$ cat src/rtl/ram_fifo_ctrl.sv
// FIFO controller in front of an external simple dual-port RAM (sync write,
// async read). Holds pointers, occupancy and flags; head word falls through.
module ram_fifo_ctrl #(
  parameter int DATA_WIDTH    = 8,
  parameter int DATA_DEPTH    = 128,
  parameter int ADDR_WIDTH    = $clog2(DATA_DEPTH),
  parameter int AFULL_THRESH  = DATA_DEPTH - 4,
  parameter int AEMPTY_THRESH = 4
) (
  input  logic                  clk,
  input  logic                  rst,
  input  logic                  flush,
  input  logic                  s_valid,
  output logic                  s_ready,
  input  logic [DATA_WIDTH-1:0] s_data,
  output logic                  m_valid,
  input  logic                  m_ready,
  output logic [DATA_WIDTH-1:0] m_data,
  output logic                  ram_wr_en,
  output logic [ADDR_WIDTH-1:0] ram_wr_addr,
  output logic [DATA_WIDTH-1:0] ram_wr_data,
  output logic [ADDR_WIDTH-1:0] ram_rd_addr,
  input  logic [DATA_WIDTH-1:0] ram_rd_data,
  output logic [ADDR_WIDTH:0]   count,
  output logic                  almost_full,
  output logic                  almost_empty
);
  localparam int CW = ADDR_WIDTH + 1;
  localparam logic [CW-1:0]         DEPTH_C  = CW'(DATA_DEPTH);
  localparam logic [ADDR_WIDTH-1:0] LAST_C   = ADDR_WIDTH'(DATA_DEPTH - 1);
  localparam logic [CW-1:0]         AFULL_C  = CW'(AFULL_THRESH);
  localparam logic [CW-1:0]         AEMPTY_C = CW'(AEMPTY_THRESH);

  logic [ADDR_WIDTH-1:0] wr_ptr_q, wr_ptr_d;
  logic [ADDR_WIDTH-1:0] rd_ptr_q, rd_ptr_d;
  logic [CW-1:0]         count_q, count_d;
  logic                  full, empty, wr_fire, rd_fire;

  // Handshake flags come from the registered count only, so s_ready never
  // depends on m_ready and a full FIFO cannot write through.
  assign full    = (count_q == DEPTH_C);
  assign empty   = (count_q == '0);
  assign s_ready = !full;
  assign m_valid = !empty;
  assign wr_fire = s_valid & s_ready & !flush;
  assign rd_fire = m_valid & m_ready & !flush;

  assign ram_wr_en    = wr_fire;
  assign ram_wr_addr  = wr_ptr_q;
  assign ram_wr_data  = s_data;
  assign ram_rd_addr  = rd_ptr_q;
  assign m_data       = ram_rd_data;
  assign count        = count_q;
  assign almost_full  = (count_q >= AFULL_C);
  assign almost_empty = (count_q <= AEMPTY_C);

  always_comb begin
    wr_ptr_d = wr_ptr_q;
    rd_ptr_d = rd_ptr_q;
    count_d  = count_q;
    if (flush) begin
      wr_ptr_d = '0;
      rd_ptr_d = '0;
      count_d  = '0;
    end else begin
      // Explicit wrap so non-power-of-two depths work.
      if (wr_fire) wr_ptr_d = (wr_ptr_q == LAST_C) ? '0 : wr_ptr_q + ADDR_WIDTH'(1);
      if (rd_fire) rd_ptr_d = (rd_ptr_q == LAST_C) ? '0 : rd_ptr_q + ADDR_WIDTH'(1);
      case ({wr_fire, rd_fire})
        2'b10:   count_d = count_q + CW'(1);
        2'b01:   count_d = count_q - CW'(1);
        default: count_d = count_q;
      endcase
    end
  end

  always_ff @(posedge clk or posedge rst) begin
    if (rst) begin
      wr_ptr_q <= '0;
      rd_ptr_q <= '0;
      count_q  <= '0;
    end else begin
      wr_ptr_q <= wr_ptr_d;
      rd_ptr_q <= rd_ptr_d;
      count_q  <= count_d;
    end
  end

  always_ff @(posedge clk) begin
    assert (DATA_DEPTH >= 2 && AFULL_THRESH <= DATA_DEPTH)
      else $error("ram_fifo_ctrl: illegal configuration (DATA_DEPTH < 2 or AFULL_THRESH > DATA_DEPTH)");
  end

endmodule

$ cat config.mk
export PLATFORM = sky130hd
export DESIGN_NAME = ram_fifo_ctrl
export DESIGN_NICKNAME = d
export VERILOG_FILES = /design/src/rtl/ram_fifo_ctrl.sv
export SDC_FILE = /design/constraint.sdc
export NUM_CORES = 1
export LEC_CHECK = 0
export ABC_CLOCK_PERIOD_IN_PS = 4900
export BUFFER_PORTS_ARGS = -buffer_cell sky130_fd_sc_hd__buf_2
export CAP_MARGIN = 20
export CORE_ASPECT_RATIO = 1.2
export CORE_UTILIZATION = 34
export CTS_CLUSTER_SIZE = 25
export DETAILED_ROUTE_END_ITERATION = 12
export GPL_ROUTABILITY_DRIVEN = 0
export MAX_ROUTING_LAYER = met4
export PLACE_DENSITY = 0.61
export REMOVE_ABC_BUFFERS = 1
export SKIP_LAST_GASP = 1
export SLEW_MARGIN = 20
export SYNTH_ARGS = -nofsm -noshare
export SYNTH_HDL_FRONTEND = slang
export SYNTH_SLANG_ARGS = --single-unit
$ cat constraint.sdc
create_clock -name clk -period 4.9 [get_ports clk]
set_input_delay 1.225 -clock clk [delete_from_list [all_inputs] [get_ports clk]]
set_output_delay 1.225 -clock clk [all_outputs]
set_load 0.02 [all_outputs]
==> results.md, run 1 <==
- Core Area: ~4400 µm²
- CTS tree: yes
- WL/cell: 14.1 µm
- Critical path launch point: count[0]
- CP max FO: 9
- Routed Wire Length: between 3 and 4 mm
- Placed Cells: ~240
- Routed Antenna Nets: 0
- Synth warnings: 0
- Post-synth top area cell: dfrtp_1
- Most frequent cell after synthesis: nor2_1
- Sequential share of the synthesized area: 0.346
- Largest net degree at the start of global routing: 26
- H-tree levels: 1
- R2R depth: 9
- Hold path depth: 1
- Buf/Inv on CP: 0
- Worst Skew: 5.21 ps
- Period Utilization, post-route: 0.816
- Vias in the first global route: 1217
- TritonCTS Sinks: 22
- FF-to-FF setup slack: around 900 ps
- Final Core Density: 0.395
- Mapped Avg Cell Area: 9.15 µm²
- Max incr delay on CP: 730 ps
- Initial antenna violation count: 0
- Static Leakage: roughly 0.85 nW
- Global route overflow: 0
- Max-cap violations: 0
- DP Area: 1680 µm²
- Cell Chain, Critical Path: or4_1, o31a_1, nor3_1, ha_1, a211oi_1, o211ai_1, a21oi_1, mux2i_1, mux2_1
- Pwr per Cell Area: between 400 and 500 nW/µm²
- Slew Viols, Final: 0
- Hold_ws: 510 ps
- Clock transition at path regs: approximately 80 ps
- Worst skew pair latency: 260 ps
- Register bit total from synthesis: 22
- Fin Setup TNS: 0 ps
- Global-route wire length before repair: approximately 6.0 mm
- CP Launch Type: flop
- Synth top cells by count: nor2_1 (26), dfrtp_1 (22), buf_4 (16)
- Req. time, crit path: 5040 ps
- Initial Util: 0.365
- Hold worst-path end: ram_rd_addr[5]
- Fraction of final layout cells sized beyond drive strength 1: 0.261
- Ant. Diodes: 0
- Post-layout nets: between 200 and 250
- Num ports: 64
- CP delay by family, top: simple AND/OR/NAND/NOR gates
- Hold Startpoint: ram_rd_addr[5]
- DRC: 0
- Min cycle time layout: 4000 ps
- Fmax: 250 MHz
- CTS resizes: 0
- Die width: between 60 and 70 µm
- Rel. slew slack: 0.432
- Design Area, Final: between 1500 and 2000 µm²
- Worst Tran Pin Value: 846 ps
- Maximum clock path buffer count: 2
- Die ar.: 4960 µm²
- Top cells by area, synth: dfrtp_1 (35%), buf_4 (7.5%), ha_1 (6.3%), nor2_1 (6.1%), mux2_4 (5.7%)
- Post-synth cell types: 46
- Critical path's slowest cell: nor3_1
- Number of fillers in the final layout: 454
- I/O Buffers: 31
- TritonCTS Buffers: 3
- Worst vdd ir: 0.227 mV
- Total number of vias: 1276
- Sequential share of power: 0.327
- Synth-to-Final Area Change: 8.10%
- Psw: 0.366 mW
- Worst setup EP type: flop
- DR iter-0 viols: 23
- Int Power: about 0.45 mW
- FF-to-FF End: count[7]
- Clock network power share: 0.136
- Clock Tree Root: clkbuf_8
- Finish-stage setup viols: 0
- Mapped Area: 1590 µm²
- Top-area cell type share of the netlist area: 0.346
- Ys async rst share: 1.00
- R2r startpoint: count[0]
- Switch share: 0.448
- Outcome: finished, final reports clean
- Die H: between 70 and 80 µm
- Post-synth EDFFs: 0
- Gate Count Post-Synth: 174
- Worst Setup Path Type: flop to flop
- RSZ-0062 raised after global routing: false
- Endpoints failing hold: 0
- Combinational Power Share: 0.538
- Crit path DAT: 4140 ps
- Row count: 26
- Main synth FF type: dfrtp_1
- # hold bufs at CTS: 0
- Hold crit path type: flop to flop
- Post-CTS setup buffer count: 0
- Vias per cell: 5.23
- GRT Overall Usage: 0.152
- Final HPWL DP: about 2.6 mm
- Non-Filler Instances: 244
- Drt first pass iters: 4
[registers in the layout, summed over array words and instances (netlist names)]
register     count
ram_wr_addr      7
ram_rd_addr      7
count            8
[through the flow]
step	worst slack, ps	power [mW]
CTS	927	0.825
finish	900	0.817
floorplan	1300	0.584
detailed placement	932	0.710
global route	594	0.886
global placement	965	0.710
[cells by family after synthesis]
kind of cell	synth area share
simple gates	0.197
flops	0.346
xor+xnor	0.0550
fa+ha+maj	0.0755
mux	0.0763
buf+inv	0.110
compound gates	0.141
[cell type report]
class                      instances  area [µm²]  area share
multi-input combinational        124         866       0.503
tap                               56        70.1      0.0407
inverter                           6        22.5      0.0131
timing repair buffer              33         170      0.0989
clock buffer                       3        41.3      0.0240
sequential                        22         551       0.320
[worst max path at each step]
stage | end | slack [ps] | cells past startpoint
2_1_floorplan | count[7] | 1300 | 9
3_3_place_gp | count[7] | 960 | 9
3_5_place_dp | count[7] | 930 | 9
4_1_cts | count[7] | 930 | 9
5_1_grt | count[7] | 590 | 9
6_report | count[7] | 900 | 9
[power by group through the flow]
stage	Combinational (mW)	Clock, mW	Sequential [mW]
2_1_floorplan	0.287	0	0.297
3_3_place_gp	0.442	0	0.268
3_5_place_dp	0.440	0	0.270
4_1_cts	0.443	0.115	0.267
5_1_grt	0.487	0.124	0.275
6_report	0.440	0.111	0.267
[metal layers]
metal,GRT usage,share of wire,routed length (µm)
met1,0.208,0.49,1670
met2,0.224,0.44,1510
met3,0.0476,0.074,254
met4,0.0200,0.0014,5
met5,-,0,0
[placed cells by master, fill, tap and decap left out, types with 5 or more instances in the layout]
cell type  Yosys  final
o21ai_0        6      6
nand2_1       11     11
dfrtp_1       22     22
ha_1           8      8
xnor2_1        5      5
xor2_1         5      5
a21oi_1       10     10
mux2_4         6      6
nor2_1        26     26
inv_1          6      6
buf_2          1     31
(Power assumes the default switching activity.)
==> run 2: changes to the inputs <==
ABC_CLOCK_PERIOD_IN_PS = 3890   (was 4900)
clock period = 3.89 ns   (was 4.9 ns; I/O delays follow)
==> run 2 against run 1 <==
Net effect:
- clock skew about the same
- hold slack got worse by 21 ps
- power increased by 28%
==> results.md, run 2 (synthesis results as in run 1) <==
- Hold crit path type: flop to flop
- Drt first pass iters: 4 (unchanged)
- Final Total Pwr: 1.04 mW (+28%)
- Commonest cells after routing, fill and taps aside: buf_2 (31), nor2_1 (26), dfrtp_1 (22)
- DR iter-0 viols: 92 (+300%)
- Finish-stage setup viols: 0 (unchanged)
- Non-Filler Instances: 247 (+1.2%)
- Critical path's slowest cell: or4_1
- CP max FO: 8 (-1)
- Min cycle time layout: 3330 ps (-665 ps)
- Clock Tree Root: clkbuf_8
- Endpoints failing hold: 0 (unchanged)
- GR Util met2: 0.223 (-0.00105)
- Routed Wire Length: 3.44 mm (-0.20%)
- DRC: 0 (unchanged)
- Cell Chain, Critical Path: or4_1, o31a_1, nor3_1, buf_4, ha_1, a211oi_1, o211ai_1, a21oi_1, mux2i_1, mux2_1
- Pwr per Cell Area: 599 nW/µm² (+26%)
- CP Launch Type: flop
- Worst Setup Path Type: flop to flop
- Max-cap violations: 0 (unchanged)
- Static Leakage: 0.860 nW (+1.7%)
- Total number of vias: 1307 (+2.4%)
- Global route overflow: 0 (unchanged)
- Vias per cell: 5.29 (+1.2%)
- Post-layout nets: 223 (+1.4%)
- Combinational Power Share: 0.545 (+0.007)
- Initial Util: 0.365 (unchanged)
- Worst vdd ir: 0.350 mV (+54%)
- Crit path DAT: 3480 ps (-660 ps)
- CP delay by family, top: compound AO/OA/AOI/OAI gates
- TritonCTS Buffers: 3 (unchanged)
- Most common cell after layout, fill and taps aside: buf_2
- Global-route wire length before repair: 6.06 mm (+1.4%)
- WL/cell: 13.9 µm (-1.4%)
- CTS resizes: 0 (unchanged)
- Initial antenna violation count: 0 (unchanged)
- Largest net degree at the start of global routing: 26 (unchanged)
- Place WS: 578 ps (-354 ps)
- Rel. slew slack: 0.416 (-0.0153)
- Outcome: finished, final reports clean
- Vias in the first global route: 1269 (+4.3%)
- Placed Cells: 244 (+1.2%)
- GRT met3 Usage: 0.0446 (-0.00298)
- Setup WS post-layout: 556 ps (-345 ps)
- Maximum clock path buffer count: 2 (unchanged)
- Switch share: 0.444 (-0.00380)
- RSZ-0062 raised after global routing: false
- Max incr delay on CP: 660 ps (-70 ps)
- Sequential share of power: 0.320 (-0.007)
- Req. time, crit path: 4030 ps (-1010 ps)
- Row count: 26 (unchanged)
- Synth-to-Final Area Change: 9.51%
- Worst skew pair latency: 260 ps (about the same)
- Fin Setup TNS: 0 ps (unchanged)
- Buf/Inv on CP: 1 (+1)
- # hold bufs at CTS: 0 (unchanged)
- Fraction of final layout cells sized beyond drive strength 1: 0.272 (+0.0116)
- Worst Skew: 5.09 ps (-0.112 ps)
- Clock network power share: 0.135 (about the same)
- Die ar.: 4960 µm² (unchanged)
- Worst setup EP type: flop
- Int Power: 0.580 mW (+29%)
- Fmax: 300 MHz (+20%)
- Worst Tran Pin Value: 874 ps (+28.5 ps)
- Max reg flops: 8 (unchanged)
- Most Crowded Layer GR: met2
- Die H: 76.9 µm (unchanged)
- Core Area: 4360 µm² (unchanged)
- CTS tree: yes
- Met1 usage: 0.214 (+0.00552)
- Final Core Density: 0.400 (+0.00517)
- TritonCTS Sinks: 22 (unchanged)
- Post-CTS setup buffer count: 0 (unchanged)
- I/O Buffers: 31 (unchanged)
- Clock transition at path regs: 70 ps (about the same)
- Die width: 64.5 µm (unchanged)
- Slew Viols, Final: 0 (unchanged)
- Routed Antenna Nets: 0 (unchanged)
- Num ports: 64 (unchanged)
- GRT Overall Usage: 0.155 (+0.00348)
- Psw: 0.463 mW (+27%)
- Period Utilization, post-route: 0.857 (+0.0409)
- H-tree levels: 1 (unchanged)
- Final HPWL DP: 2.49 mm (-2.4%)
- Ant. Diodes: 0 (unchanged)
==> run 2: cell count changes in the layout (fill, tap and decap cells not counted), sizes merged <==
| cell | before | now |
|---|---|---|
| buf | 33 | 36 |
==> run 2: area by class of cell <==
class                           instances  area [µm²]
Sequential cell                        22         551
Fill cell                             475        2620
Inverter                                6        22.5
Tap cell                               56        70.1
Multi-Input combinational cell        124         866
Timing Repair Buffer                   36         193
Clock buffer                            3        41.3
==> run 2: power by group through the flow <==
| stage | clock network (mW) | logic, mW | registers (mW) |
|---|---|---|---|
| after floorplan | 0 | 0.362 | 0.374 |
| after global placement | 0 | 0.573 | 0.337 |
| after detailed placement | 0 | 0.570 | 0.339 |
| after CTS | 0.147 | 0.574 | 0.335 |
| after global routing | 0.152 | 0.634 | 0.345 |
| final | 0.141 | 0.569 | 0.334 |
==> run 2: final timing paths <==
check / startpoint / to / slack, ps / cells after the start
max: count[0] / count[7] / 560 / 10
min: ram_rd_addr[5] / ram_rd_addr[5] / 490 / 1
max reg2reg: count[0] / count[7] / 560 / 10
min reg2reg: ram_rd_addr[5] / ram_rd_addr[5] / 490 / 1
max in group asynchronous: rst / count[2] / 2470 / 2
min in group asynchronous: rst / ram_wr_addr[6] / 880 / 2
==> run 2: stage by stage <==
stage               hold slack, ps  cell area, µm²
CTS                            501            1740
floorplan                      597            1440
global route                   547            1740
finish                         490            1740
global placement               486            1700
detailed placement             490            1700
==> run 2: layer usage <==
layer,share of wire,vias up
met1,0.46,610
met3,0.080,5
met5,0,-
li1,-,631
met2,0.45,61
met4,0.0090,0
